**src/rtl/cla_nibble_serial_adder.sv**
```systemverilog
// ---------------------------------------------------------------------------
// cla_nibble_serial_adder
//
// Multi-cycle WIDTH-bit adder/subtractor built around a single 4-bit
// carry-lookahead slice. Operands are latched on a valid/ready handshake,
// then one nibble is processed per clock (least significant first) with the
// carry held in a register between nibbles. The result is presented with a
// valid/ready handshake and held for as long as the consumer stalls.
//
// Ports:
//   clk        clock, rising edge
//   rst        asynchronous active-high reset
//   in_valid   operand set valid
//   in_ready   block can accept operands (IDLE and not in reset)
//   X, Y       WIDTH-bit operands
//   Cin        carry-in, used only for addition
//   sub        1 = X-Y, 0 = X+Y+Cin
//   out_valid  result valid (DONE state)
//   out_ready  consumer accepts result
//   S          WIDTH-bit result
//   Cout       carry out of the MSB (for subtraction, 1 = no borrow)
//   OF         signed overflow
//   Z          result equals zero
//   busy       an operation is in flight or awaiting handoff
// ---------------------------------------------------------------------------
module cla_nibble_serial_adder #(
    parameter int WIDTH = 16
) (
    input  logic             clk,
    input  logic             rst,
    input  logic             in_valid,
    output logic             in_ready,
    input  logic [WIDTH-1:0] X,
    input  logic [WIDTH-1:0] Y,
    input  logic             Cin,
    input  logic             sub,
    output logic             out_valid,
    input  logic             out_ready,
    output logic [WIDTH-1:0] S,
    output logic             Cout,
    output logic             OF,
    output logic             Z,
    output logic             busy
);

    localparam int NIBS = WIDTH / 4;
    localparam int IDXW = (NIBS > 1) ? $clog2(NIBS) : 1;
    localparam logic [IDXW-1:0] LAST_IDX = IDXW'(NIBS - 1);

    typedef enum logic [1:0] {
        IDLE = 2'd0,
        CALC = 2'd1,
        DONE = 2'd2
    } state_t;

    state_t           state;
    state_t           next_state;
    logic [IDXW-1:0]  idx;
    logic             carry;
    logic [WIDTH-1:0] a_reg;
    logic [WIDTH-1:0] b_reg;

    logic [IDXW+1:0]  base;
    logic [3:0]       a_nib;
    logic [3:0]       b_nib;
    logic [3:0]       p;
    logic [3:0]       g;
    logic [4:0]       c;
    logic [3:0]       nib_sum;
    logic [WIDTH-1:0] s_next;

    assign in_ready  = (state == IDLE) && !rst;
    assign out_valid = (state == DONE);
    assign busy      = (state != IDLE);

    // Bit offset of the nibble currently being processed.
    assign base = {idx, 2'b00};

    // 4-bit carry-lookahead slice: every internal carry is a flat
    // generate/propagate expression of the registered carry-in, so the
    // slice has no rippling between its bits.
    always_comb begin
        a_nib   = a_reg[base +: 4];
        b_nib   = b_reg[base +: 4];
        p       = a_nib ^ b_nib;
        g       = a_nib & b_nib;
        c[0]    = carry;
        c[1]    = g[0] | (p[0] & c[0]);
        c[2]    = g[1] | (p[1] & g[0]) | (p[1] & p[0] & c[0]);
        c[3]    = g[2] | (p[2] & g[1]) | (p[2] & p[1] & g[0])
                | (p[2] & p[1] & p[0] & c[0]);
        c[4]    = g[3] | (p[3] & g[2]) | (p[3] & p[2] & g[1])
                | (p[3] & p[2] & p[1] & g[0])
                | (p[3] & p[2] & p[1] & p[0] & c[0]);
        nib_sum = p ^ c[3:0];
    end

    // Result as it will look after this edge; used so the zero flag sees
    // the final nibble in the same cycle it is written.
    always_comb begin
        s_next            = S;
        s_next[base +: 4] = nib_sum;
    end

    // State register.
    always_ff @(posedge clk or posedge rst) begin
        if (rst) begin
            state <= IDLE;
        end else begin
            state <= next_state;
        end
    end

    // Next-state logic: accept in IDLE, walk the nibbles in CALC, hold the
    // result in DONE until the consumer takes it.
    always_comb begin
        next_state = state;
        case (state)
            IDLE: if (in_valid && in_ready) next_state = CALC;
            CALC: if (idx == LAST_IDX)      next_state = DONE;
            DONE: if (out_ready)            next_state = IDLE;
            default:                        next_state = IDLE;
        endcase
    end

    // Datapath. Subtraction is folded into addition by inverting Y and
    // forcing the initial carry to 1, which also makes Cout read as
    // "no borrow". Outside reset in_ready equals (state == IDLE), so the
    // IDLE branch only needs in_valid to recognise an accept.
    always_ff @(posedge clk or posedge rst) begin
        if (rst) begin
            idx   <= '0;
            carry <= 1'b0;
            a_reg <= '0;
            b_reg <= '0;
            S     <= '0;
            Cout  <= 1'b0;
            OF    <= 1'b0;
            Z     <= 1'b0;
        end else begin
            case (state)
                IDLE: begin
                    if (in_valid) begin
                        a_reg <= X;
                        b_reg <= sub ? ~Y : Y;
                        carry <= sub ? 1'b1 : Cin;
                        idx   <= '0;
                    end
                end
                CALC: begin
                    S     <= s_next;
                    carry <= c[4];
                    if (idx == LAST_IDX) begin
                        Cout <= c[4];
                        OF   <= c[3] ^ c[4];
                        Z    <= (s_next == '0);
                    end else begin
                        idx <= idx + IDXW'(1);
                    end
                end
                default: begin
                end
            endcase
        end
    end

endmodule

```
**config.mk**
```make
export PLATFORM = sky130hd
export DESIGN_NAME = cla_nibble_serial_adder
export DESIGN_NICKNAME = d
export VERILOG_FILES = /design/src/rtl/cla_nibble_serial_adder.sv
export SDC_FILE = /design/constraint.sdc
export NUM_CORES = 1
export LEC_CHECK = 0
export BUFFER_PORTS_ARGS = -buffer_cell sky130_fd_sc_hd__buf_2
export CORE_MARGIN = 5
export CORE_UTILIZATION = 49
export DETAILED_ROUTE_END_ITERATION = 8
export GPL_TIMING_DRIVEN = 0
export PLACE_DENSITY = 0.75
export SYNTH_ARGS = -nofsm -noshare
export SYNTH_HDL_FRONTEND = slang
export SYNTH_SLANG_ARGS = --single-unit
```
**constraint.sdc**
```tcl
create_clock -name clk -period 2.7 [get_ports clk]
set_input_delay 0.405 -clock clk [delete_from_list [all_inputs] [get_ports clk]]
set_output_delay 0.405 -clock clk [all_outputs]
set_load 0.02 [all_outputs]
```
Word level (Yosys, flattened, before mapping):

Cells that the tools add are included.

* bits in registers: 56
* bits in latches: 0
* RAM bits: 0
* ROM bits: 0
* output and inout bits: 22
* logic and storage cells: 78
* memories kept: 0

* $add $sub $neg: 2
* $mul: 0
* divide/modulo/power cells: 0
* order comparisons: 0
* eq/ne operators: 8
* shift-type cells: 4
* mux-type cells: 12
* bitwise gates (word level): 31
* reduce and logical (&&, ||, !) cells: 12

Operators by type and width (count)
* variable part select 16 x 5 -> 4 bit: 2
* AND 1 bit: 16
* bitwise mux 16 bit: 1
* zero test 16 bit: 1
* 2-to-1 mux 16 bit: 1
* inverter 16 bit: 1
* variable shift 4 x 6 -> 16 bit, first input constant: 1
* variable part select 4 x 6 -> 16 bit: 1
* 2-to-1 mux 2 bit: 5
* OR 1 bit: 10
* bitwise XOR 4 bit: 2
* != test 2 bit, second input constant: 3
* negator 4 -> 6 bit: 1
* one-hot mux 2 bit (3 select lines): 1
* AND reduction 2 bit: 3
* AND reduction 3 bit: 2
* AND 4 bit: 1
* equality test 2 bit, second input constant: 2
* != test 2 x 1 -> 1 bit, second input constant: 2
* one-hot mux 2 bit (2 select lines): 1
* nonzero test 2 bit: 2
* adder 2 x 1 -> 2 bit, second input constant: 1
* equality test 2 x 1 -> 1 bit, second input constant: 1
* logical AND 1 bit: 2
* 5 further kinds: 6

Longest topological paths before layout:

* depth after elaboration: 10
* mapped depth: 9
* depth with buffers taken out: 7

Worst setup path before layout:

Ideal clock, no wire load.

* path kind: flip-flop to flip-flop
* start point: register idx[0]
* end point: register Z
* setup time: 0.121 ns
* data arrival time: 2.573 ns
* required time: 2.579 ns
* path slack: 0.005 ns
* stages on the path, launching flop included: 9
* clock period less this slack: 2.695 ns
* cell sequence: dfrtp_1 -> buf_2 -> mux4_2 -> ha_1 -> a41o_1 -> a21oi_4 -> xnor2_2 -> o21ai_2 -> a32o_2

* cells in the longest elaborated chain, start to end: 10
* elaborated cells between the ends (all ways): 27
* those cells by class: add/sub: 1; eq/ne: 1; shift: 4; mux: 1; bitwise: 18; reduce/logical: 2

Ends and longest elaborated chain
* start: declaration: line 58 `logic [IDXW-1:0] idx;`
* start signal: assignment: line 158 `idx <= idx + IDXW'(1);`
* variable part select 16 x 5 -> 4 bit, on equally long branches: line 83, 84
* bitwise XOR 4 bit or AND 4 bit (tied branches): line 85, 86
* AND 1 bit, on equally long branches: line 90, 91
* OR 1 bit (tied with other cells): line 90 `c[3] = g[2] | (p[2] & g[1]) | (p[2] & p[1] & g[0])`
* OR 1 bit or AND 1 bit (tied branches): line 90, 91
* OR 1 bit: line 91 `| (p[2] & p[1] & p[0] & c[0]);`
* bitwise XOR 4 bit: line 95 `nib_sum = p ^ c[3:0];`
* variable part select 4 x 6 -> 16 bit: line 102 `s_next[base +: 4] = nib_sum;`
* bitwise mux 16 bit: line 102
* zero test 16 bit: line 156 `Z <= (s_next == '0);`
* end signal: assignment: line 156
* end: declaration: line 42 `output logic Z,`

Parallel ways exist; a longest one is shown, timed or not.
A chain may end at the register's enable or synchronous reset.

Worst setup path after layout:

Same ends and word-level chain as after synthesis.

==> metrics <==
CTS Buffer Depth=2; initial core utilization=51.23%; terminus of the critical flop-to-flop path=Z$_DFFE_PP0P_; Floorplan Core Area=~5600 um2; clock tree root buffer cell=sky130_fd_sc_hd__clkbuf_8; reported max-cap violation count=0; crit-path max cell delay=a little over 0.5 ns; Worst R2R Start=idx[0]$_DFFE_PP0P_; most instantiated cells after synthesis=56 x sky130_fd_sc_hd__dfrtp_1, 23 x sky130_fd_sc_hd__nor2_1, 18 x sky130_fd_sc_hd__a21oi_1, 18 x sky130_fd_sc_hd__xnor2_1, 17 x sky130_fd_sc_hd__mux2_2; post-DP HPWL=approximately 4.4 mm; dominant cell type by area after synthesis=sky130_fd_sc_hd__dfrtp_1; number of global-route vias before repair=about 2100; count of distinct cell types in the synthesized netlist=43; slack of the worst reg-to-reg path=~0.10 ns; # clock sinks=56; Final Worst Setup Slack=about 0.1 ns; Layout Cells excl Fill=379; y dimension of the die=86.57 um; share of synthesized area occupied by flip-flops and latches=between 40% and 50%; Fmax=just under 400 MHz; number of placed cells counting well taps=369; R2R cell count=8; number of enable-type register cells in the synthesized netlist=0; horizontal extent of the die=86.57 um; total wire length=5.929 mm; vias per inst=5.332; number of remaining DRC errors=0; pin count of the biggest net entering global routing=37; worst ir drop on vdd=between 900 and 1000 uV; startpoint kind of the worst setup timing path=register; post-CTS clock slew at the launch and capture registers of the worst setup and hold paths=0.10 ns; # port buffers=58; detailed-route wire length per cell=15.64 um; Leak=0.001586 uW; antenna diode instance count=0; worst-path cell chain=buf_12, mux4_2, ha_2, a41o_1, a21oi_4, xnor2_4, o21ai_2, a32o_2; power per cell area=1486 nW/um2; result of the run=finished, final reports clean; dominant cell by count in the synthesized netlist=sky130_fd_sc_hd__dfrtp_1; kind of critical path=reg -> reg; number of top-level design ports=60; post-synthesis average cell area=12.07 um2; Die Outline Area=7494 um2; residual overflow from global routing=0; Worst Clk Skew=about 0.0066 ns; total non-filler cell area in the finished layout=3441 um2; combined area of all synthesized cells=2873 um2; insertion delay to the later sink of the worst-skew pair=0.31 ns; clock period minus final worst setup slack=2.600 ns; Post-synth ARST share=100.0%; Area growth syn-to-layout=19.77%; share of the cycle needed by the critical path after routing=between 90 and 100%; pins over their slew limit=0; Final Hold Fails=0; share of the synthesized area in the top cell type=48.78%; # rows=27; hold buffer count at cts=0; setup slack at placement=-0.3468 ns; clock tree from TritonCTS=yes; Setup violations, final=0; routability cong.=approximately 0.9; layout net count=356; count of TritonRoute iterations in the first routing pass=4; hold_ws=0.1135 ns; area post-placement=3273 um2; residual antenna-violating net count after detailed routing=0; dominant register cell in the synthesized netlist=sky130_fd_sc_hd__dfrtp_1; largest driver fanout on the critical path=10; total vias in the final route=2021; CP Data Arrival Time=roughly 2.8 ns; share of cells above drive strength 1=approximately two fifths; Worst setup EP type=register; cells taking the most area after synthesis=sky130_fd_sc_hd__dfrtp_1 49%, sky130_fd_sc_hd__mux2_2 6.7%, sky130_fd_sc_hd__mux4_2 6.3%, sky130_fd_sc_hd__xnor2_1 5.5%, sky130_fd_sc_hd__ha_1 4.8%; Tightest Pin Transition=0.4618 ns; slew margin rel.=roughly 69%; cell with the biggest individual delay on the critical path=sky130_fd_sc_hd__mux4_2; yosys synthesis warning count=0; wire length of the first global-routing pass=10.26 mm; Post-Syn Instances=238; H-Tree Depth=2; required time of the critical path=just under 3 ns; worst min-delay path class=in -> async; number of antenna violations at the first check in global routing=0; global routing usage summed across all routing layers=17.52%; initial detailed-routing violation count=94; total clock buffers created by CTS=5; total of flip-flops plus latches after synthesis=56; syn_nets=roughly 290
==> how the worst max path moves through the flow <==
stage                            start       endpoint  slack, ns  cells after the start
floorplan           idx[0]$_DFFE_PP0P_  Z$_DFFE_PP0P_      0.005                      8
global placement    idx[0]$_DFFE_PP0P_  Z$_DFFE_PP0P_      -0.33                      8
detailed placement  idx[0]$_DFFE_PP0P_  Z$_DFFE_PP0P_      -0.35                      8
finish              idx[0]$_DFFE_PP0P_  Z$_DFFE_PP0P_        0.1                      8
CTS                 idx[0]$_DFFE_PP0P_  Z$_DFFE_PP0P_      0.006                      8
global route        idx[0]$_DFFE_PP0P_  Z$_DFFE_PP0P_     -0.004                      8
==> critical path: cells and delay by family (launching register included) <==
kind	cells	cell delay, ns
compound gates	4	0.86
xor+xnor	1	0.19
fa+ha+maj	1	0.35
buf+inv	1	0.17
flops	1	0.43
mux	1	0.51
==> cell usage in the layout, fill, tap and decap left out, drive strengths merged, types with 4 or more instances in the layout <==
cell type / synthesis / layout
buf: 7 / 68
dfrtp: 56 / 56
nor2: 23 / 23
a21oi: 19 / 19
xnor2: 19 / 19
mux2: 17 / 17
a22o: 14 / 14
nand2: 13 / 13
ha: 11 / 11
mux4: 8 / 8
clkbuf: 3 / 8
o21ai: 6 / 6
inv: 4 / 4
==> per-stage QoR <==
step	power [uW]	util (%)	TNS, ns
after floorplan	3578	-	0
after global placement	4219	58.01	-1.046
after detailed placement	4309	58.37	-1.318
after CTS	5084	60.95	0
after global routing	5551	61.36	-0.003630
final	5112	61.36	0
==> metal layers <==
layer | vias up | track usage [%] | part of all wire, %
met5 | - | 0 | 0
met4 | 0 | 4.391 | 1.3
met3 | 9 | 3.517 | 5.0
met2 | 44 | 29.76 | 50
met1 | 981 | 22.97 | 43
li1 | 987 | - | -
==> cells by family (layout without fill, tap and decap cells) <==
kind of cell    count (synthesis)  count (layout)  share of synthesized area (%)
mux                            25              25                          12.94
compound gates                 51              51                          12.81
fa+ha+maj                      12              12                          5.488
xor+xnor                       20              20                          6.359
buf+inv                        14              83                          2.134
simple gates                   60              60                          11.50
flops                          56              56                          48.78
==> repair_timing <==
item / CTS / global route
pin swaps: 0 / 1
setup buffers: 0 / 2
endpoints found under the setup margin: 12 / 2
resized for setup: 8 / 2
==> layout make-up <==
class                           count  area (um2)
Fill cell                         498        2167
Tap cell                           72       90.09
Clock buffer                        5       68.82
Timing Repair Buffer               61       325.3
Clock inverter                      3       42.54
Inverter                            4       15.01
Sequential cell                    56        1403
Multi-Input combinational cell    168        1434
Buffer                             10       62.56
==> power by group <==
| part | total (uW) | internal [uW] | leakage, uW | switching [uW] |
|---|---|---|---|---|
| Sequential | 1420 | 1200 | 0.000681 | 218 |
| Clock | 548 | 275 | 0.0000541 | 273 |
| Combinational | 3150 | 1420 | 0.000851 | 1730 |
Note: power is estimated with default switching activity, not from simulation.
